===== src/rtl/bcd_counter_ndigit.sv =====
// rtl/bcd_counter_ndigit.sv - parametrised N-digit BCD up/down counter with prescaler, pause, abort and wrap
module bcd_counter_ndigit #(
  parameter int DIGITS   = 2,
  parameter int TICK_DIV = 1
) (
  input  logic                CLK,
  input  logic                RST,
  input  logic                start,
  input  logic                abort,
  input  logic                run,
  input  logic                up_down,
  input  logic                wrap,
  input  logic [4*DIGITS-1:0] max_count,
  output logic [4*DIGITS-1:0] digits,
  output logic                busy,
  output logic                done,
  output logic                err
);

  localparam int W  = 4 * DIGITS;
  localparam int PW = (TICK_DIV > 1) ? $clog2(TICK_DIV) : 1;

  typedef enum logic [1:0] {S_IDLE, S_COUNT, S_DONE} state_t;

  state_t          state, state_nxt;
  logic [W-1:0]    target, target_nxt, digits_nxt;
  logic [W-1:0]    end_val, start_val;
  logic [PW-1:0]   presc, presc_nxt;
  logic            up_q, up_nxt, wrap_q, wrap_nxt;
  logic            done_nxt, err_nxt;
  logic            end_seen, end_seen_nxt;
  logic            tick, at_end, tgt_ok;

  function automatic logic bcd_valid(input logic [W-1:0] v);
    bcd_valid = 1'b1;
    for (int i = 0; i < DIGITS; i++)
      if (v[4*i +: 4] > 4'd9) bcd_valid = 1'b0;
  endfunction

  function automatic logic [W-1:0] bcd_inc(input logic [W-1:0] v);
    logic c;
    c = 1'b1;
    bcd_inc = v;
    for (int i = 0; i < DIGITS; i++) begin
      if (c) begin
        if (v[4*i +: 4] == 4'd9) begin
          bcd_inc[4*i +: 4] = 4'd0;
        end else begin
          bcd_inc[4*i +: 4] = v[4*i +: 4] + 4'd1;
          c = 1'b0;
        end
      end
    end
  endfunction

  function automatic logic [W-1:0] bcd_dec(input logic [W-1:0] v);
    logic b;
    b = 1'b1;
    bcd_dec = v;
    for (int i = 0; i < DIGITS; i++) begin
      if (b) begin
        if (v[4*i +: 4] == 4'd0) begin
          bcd_dec[4*i +: 4] = 4'd9;
        end else begin
          bcd_dec[4*i +: 4] = v[4*i +: 4] - 4'd1;
          b = 1'b0;
        end
      end
    end
  endfunction

  always_ff @(posedge CLK or posedge RST) begin
    if (RST) begin
      state    <= S_IDLE;
      digits   <= '0;
      target   <= '0;
      presc    <= '0;
      up_q     <= 1'b0;
      wrap_q   <= 1'b0;
      done     <= 1'b0;
      err      <= 1'b0;
      end_seen <= 1'b0;
    end else begin
      state    <= state_nxt;
      digits   <= digits_nxt;
      target   <= target_nxt;
      presc    <= presc_nxt;
      up_q     <= up_nxt;
      wrap_q   <= wrap_nxt;
      done     <= done_nxt;
      err      <= err_nxt;
      end_seen <= end_seen_nxt;
    end
  end

  always_comb begin
    state_nxt    = state;
    digits_nxt   = digits;
    target_nxt   = target;
    presc_nxt    = presc;
    up_nxt       = up_q;
    wrap_nxt     = wrap_q;
    done_nxt     = 1'b0;
    err_nxt      = err;
    end_seen_nxt = end_seen;

    tgt_ok    = bcd_valid(max_count);
    end_val   = up_q ? target : '0;
    start_val = up_q ? '0 : target;
    at_end    = (state == S_COUNT) && (digits == end_val);
    tick      = (state == S_COUNT) && run && (presc == PW'(TICK_DIV - 1));

    if (abort) begin
      state_nxt = S_IDLE;
    end else if (start) begin
      target_nxt   = max_count;
      up_nxt       = up_down;
      wrap_nxt     = wrap;
      presc_nxt    = '0;
      end_seen_nxt = 1'b0;
      if (!tgt_ok) begin
        err_nxt   = 1'b1;
        state_nxt = S_IDLE;
      end else begin
        err_nxt    = 1'b0;
        digits_nxt = up_down ? '0 : max_count;
        state_nxt  = S_COUNT;
      end
    end else if (state == S_COUNT) begin
      if (run) presc_nxt = tick ? '0 : presc + 1'b1;
      if (at_end && !wrap_q) begin
        state_nxt = S_DONE;
        done_nxt  = 1'b1;
      end else if (at_end) begin
        // end_seen keeps the pulse to one cycle while waiting for the reload tick
        done_nxt = !end_seen;
        if (tick) begin
          digits_nxt   = start_val;
          end_seen_nxt = 1'b0;
        end else begin
          end_seen_nxt = 1'b1;
        end
      end else if (tick) begin
        digits_nxt = up_q ? bcd_inc(digits) : bcd_dec(digits);
      end
    end
  end

  assign busy = (state == S_COUNT);

endmodule


===== config.mk =====
export PLATFORM = sky130hd
export DESIGN_NAME = bcd_counter_ndigit
export DESIGN_NICKNAME = d
export VERILOG_FILES = /design/src/rtl/bcd_counter_ndigit.sv
export SDC_FILE = /design/constraint.sdc
export NUM_CORES = 1
export LEC_CHECK = 0
export ABC_AREA = 1
export CORE_UTILIZATION = 31
export CTS_BUF_LIST = sky130_fd_sc_hd__clkbuf_16
export CTS_CLUSTER_SIZE = 25
export DETAILED_ROUTE_END_ITERATION = 6
export PLACE_DENSITY_LB_ADDON = 0.3
export SLEW_MARGIN = 20
export SYNTH_ARGS = -nofsm -noshare
export SYNTH_HDL_FRONTEND = slang
export SYNTH_SLANG_ARGS = --single-unit

===== constraint.sdc =====
create_clock -name CLK -period 2.25 [get_ports CLK]
set_clock_uncertainty 0.05 [all_clocks]
set_input_delay 0.5625 -clock CLK [delete_from_list [all_inputs] [get_ports CLK]]
set_output_delay 0.5625 -clock CLK [all_outputs]
set_load 0.02 [all_outputs]

* Word level (Yosys, flattened, before mapping)
Index checks and enable logic that the tools add are counted.
W data, S select, Z words.
** Word-level totals
- Register bits after elaboration :: 24
- Output and inout bits :: 11
- Logic and storage cells :: 100
- Input bits :: 15
** Operators by class
- Reductions and logical operators :: 21
- Equal/unequal tests :: 7
- Add/sub/neg operators :: 5
- Order comparisons :: 2
- Muxes and demuxes :: 53
- Bitwise gates (word level) :: 2
** Operators with widths (count)
- $mux W8 :: 11
- $mux W1 :: 32
- $mux W4 :: 6
- $add A4 B1 Y4 const B :: 2
- $eq A4 B4 Y1 const B :: 2
- $eq A8 B8 Y1 :: 1
- $gt A4 B4 Y1 const B :: 2
- $logic_not A4 Y1 :: 2
- $mux W2 :: 4
- $reduce_bool A2 Y1 :: 4
- $sub A4 B1 Y4 const B :: 2
- $reduce_and A7 Y1 :: 1
- $reduce_bool A3 Y1 :: 2
- $reduce_and A5 Y1 :: 1
- $logic_and A1 B1 Y1 :: 4
- $ne A4 B2 Y1 const B :: 1
- $reduce_and A2 Y1 :: 2
- $reduce_and A4 Y1 :: 1
- $reduce_bool A4 Y1 :: 1
- $reduce_and A3 Y1 :: 1
- $eq A2 B1 Y1 const B :: 1
- $logic_not A1 Y1 :: 2
- $ne A2 B1 Y1 const B :: 1
- $ne A2 B2 Y1 const B :: 1
- 2 further kinds :: 3

* Logic depth before layout (Yosys ltp)
- Depth in word-level cells :: 16
- Mapped depth :: 15
- Mapped depth without buffers :: 13

* Least setup slack after synthesis
OpenSTA, ideal clock, no wires.
- Path type :: flip-flop to flip-flop
- Start point :: reg digits[3]
- End point :: reg digits[7]
- Buffers on the path :: 2
- Clock period less this slack :: 1.750 ns
- Stages on the path, launching flop included :: 16
- Path slack :: 0.500 ns
- Library setup time :: 0.123 ns
- Required time :: 2.077 ns
- Arrival :: 1.577 ns
- Cell sequence :: dfrtp_1 clkbuf_2 inv_1 nand3_2 nand2_1 nor2_1 nand2_1 nor2_4 nand2_2 buf_6 inv_2 nand2_1 nand2_1 nand2_1 nand2_1 nand2_1
** Between the ends
- Longest elaborated chain between the ends :: 10
- Elaborated cells on any way between the ends :: 27
** Ends and longest elaborated chain
- start: declaration :: line 14 : output logic [4*DIGITS-1:0] digits,
- start signal: assignment :: line 85 : digits <= digits_nxt;
- $eq A4 B4 Y1 or $logic_not A4 Y1 (tied branches) :: line 46, 62
- $mux W1 (on tied branches) :: line 46, 62
- $mux W1 :: line 143 : end else if (tick) begin
- $mux W1 :: line 134 : end else if (at_end) begin
- $mux W1 :: line 131 : if (at_end && !wrap_q) begin
- $mux W1 :: line 129 : end else if (state == S_COUNT) begin
- $mux W1 :: line 115 : end else if (start) begin
- $mux W1 :: line 113 : if (abort) begin
- $ne A4 B2 Y1 (no source line) or $reduce_bool A4 Y1 (tied branches)
- $reduce_and A7 Y1 (no source line)
Several ways; a longest one is shown, not always the timed one. The select of a mux whose other input is x is not followed.
A chain may end at the register's enable or synchronous reset.

* Worst setup path after layout
- Start point :: reg state[1]
- End point :: out busy
** Between the ends
- Longest elaborated chain between the ends :: 1
** Ends and longest elaborated chain
- start: declaration :: line 25 : state_t state, state_nxt;
- start signal: assignment :: line 84 : state <= state_nxt;
- $eq A2 B1 Y1 :: line 149 : assign busy = (state == S_COUNT);
- end: declaration :: line 15 : output logic busy,
No other way between the ends.

==> results.toml <==
[drt]
drtIter0Drc = 110
wl_per_cell_um = 11.7
vias = 1666
wl_um = 4240
ant_nets = 0
drc_errors = 0
vias_per_cell = 4.58
dr.pass1.iters = 4

[floorplanning]
die_height_um = 76.0
initial_core_util_pct = 32.6
dieWidth_um = 76.0
die-area_mm2 = 0.00578
core_area_mm2 = 0.00520
io_pins = 26
rows = 26

[synthesis]
syn_nets = 280
syn_inst = 265
ys_types = 26
avgSynthCellArea_um2 = 6.41
synth-seq-cells = 24
synth.cell_area_mm2 = 0.00170
seq_area_frac_synth_pct = 35.4
yosys_warnings = 0

[cts]
cts_made_buffers = 3
postCtsSetupBuffers = 0
cts-root-buf = "clkbuf_16"
clk_latency_ns = 0.25
clockBufferDepth = 2
cts-resized-gates = 0
cts_hold_buf = 0
cts_tree = "done"
cts_htree_levels = 1
path_clk_slew_ns = 0.06
clock-sinks = 24

[global_routing]
antenna_found_initial = 0
grt_start_max_net_pins = 25
grtUsageTotal_pct = 15.5
grt_pass1_wl_um = 7280
grt_pass1_vias = 1507
overflow = 0

[power]
internal-power_w = 0.00110
power_frac_seq_pct = 34.4
combPwrFrac_pct = 46.1
p_leak_nw = 1.06
p_sw_share_pct = 42.8
p_switching_w = 0.000824
clock_power_share_pct = 19.5
p_per_area_mw_per_mm2 = 909
ir_drop_v = 0.000377

[sta]
clock.fmax_mhz = 470
period_share_pct = 94.5
hold_viol_final = 0
min_period_ns = 2.13
setup_slack_ns = 0.124
slew-limit-headroom_pct = 77.6
finalSetupViolations = 0
final_max_slew_viol_count = 0
rsz0062_at_grt = "no"
worstMarginPinSlew_ns = 0.336

[hold_path]
min_path_type = "reg -> reg"

[critical_path]
crit_fanout = 4
cp-end-kind = "output pin"
crit_type = "reg -> out"
critical_path_arrival_ns = 1.51
startpoint_type = "register"
crit_required_ns = 1.64

[place]
port_buffers = 25
place_congestion = 0.830
preCtsSetupSlack_ns = -0.0356
dp_hpwl_um = 3250

[layout]
diodes = 0
seq_area_um2 = 602
fin_nets = 311
drive_gt1_share_pct = 8.50
utilization_pct = 40.7
fillers = 581
multi_input_area_um2 = 926
syn_to_final_growth_pct = 24.7

[job]
maxCapViolations = 0

[run_status]
status = "finished clean"
==> power groups by stage <==
| stage | Clock, W | Combinational, W | Sequential, W |
|---|---|---|---|
| 4_1_cts | 0.000382 | 0.000887 | 0.000663 |
| 6_report | 0.000375 | 0.000887 | 0.000663 |
| 3_3_place_gp | 0 | 0.000874 | 0.000666 |
| 3_5_place_dp | 0 | 0.000882 | 0.000670 |
| 2_1_floorplan | 0 | 0.000577 | 0.000678 |
| 5_1_grt | 0.000403 | 0.00100 | 0.000685 |
==> cell usage in the layout (no fill, tap or decap), types with 2 or more instances in the layout <==
master / count
a21oi_1: 12
buf_4: 8
clkbuf_16: 3
clkdlybuf4s50_1: 25
dfrtp_1: 23
inv_1: 28
inv_2: 2
nand2_1: 107
nand2_2: 4
nand3_1: 23
nand3_2: 3
nor2_1: 17
nor2_4: 2
nor3_1: 7
o21ai_0: 17
xor2_1: 4
==> registers in the layout, indices dropped and copies added (netlist names) <==
name and count:
err 1, end_seen 1, target 8, up_q 1
done 1, digits 8, presc 1, wrap_q 1
state 2
==> worst max-delay path, cell delays in order (launching register included) <==
cell and delay [ns]:
dfrtp_1 0.36, inv_1 0.07, nand2_1 0.14, inv_1 0.09
clkdlybuf4s50_1 0.61
==> cells by family (layout without fill, tap and decap cells) <==
kind of cell / count (synthesis) / in the layout / synth area share (%)
simple gates: 165 / 165 / 41.9
xor+xnor: 4 / 4 / 2.06
buf+inv: 38 / 67 / 10.1
compound gates: 34 / 34 / 10.5
flops: 24 / 24 / 35.4
==> final timing paths <==
check / from / end / slack, ns / depth (start not counted)
worst max-delay path: state[1] / busy / 0.12 / 4
worst min-delay path: end_seen / done / 0.41 / 1
worst max register to register: up_q / digits[7] / 0.27 / 12
worst min register to register: end_seen / done / 0.41 / 1
max in group asynchronous: RST / up_q / 1.28 / 3
min in group asynchronous: RST / target[1] / 0.62 / 3
==> final cells by class <==
cell class	count	share of cell area [%]
inverter	31	5.50
sequential	24	28.4
clock buffer	3	3.55
timing repair buffer	33	14.7
tap	70	4.14
multi-input combinational	203	43.7
==> layer usage <==
metal,track usage [%],vias up,wire length [um]
met5,0,-,0
met4,4.04,0,34
met3,0.838,2,166
met2,24.3,30,1870
met1,23.1,739,2170
li1,-,895,-
==> stage by stage <==
stage / hold WS, ns / total power, W / instance area [um2] / setup TNS (ns) / instances
finish: 0.409 / 0.00193 / 2120 / 0 / 364
global placement: 0.402 / 0.00154 / 2040 / 0 / 361
global route: 0.438 / 0.00209 / 2120 / 0 / 364
CTS: 0.421 / 0.00193 / 2120 / 0 / 364
floorplan: 0.373 / 0.00126 / 1700 / 0 / 265
detailed placement: 0.399 / 0.00155 / 2040 / -0.105 / 361
==> cells in the mapped netlist <==
master,number,area (um2)
nand3_2,3,30.0
o31ai_1,1,7.51
o21ai_0,17,85.1
a211oi_1,1,7.51
a31oi_1,1,6.26
nand3_1,23,115
o21ai_1,1,5.00
nor2_4,2,22.5
buf_6,2,22.5
buf_8,1,15.0
clkbuf_1,2,7.51
o21a_1,1,7.51
clkinv_1,1,3.75
nor3_1,7,35.0
nand2_2,4,25.0
nor2_2,1,6.26
clkbuf_2,1,5.00
nor2_1,17,63.8
xor2_1,4,35.0
buf_2,1,5.00
nand4_2,1,12.5
dfrtp_1,24,601
a21oi_1,12,60.1
inv_1,28,105
nand2_1,107,402
inv_2,2,7.51
No activity file was read; power rests on OpenSTA's default activity.
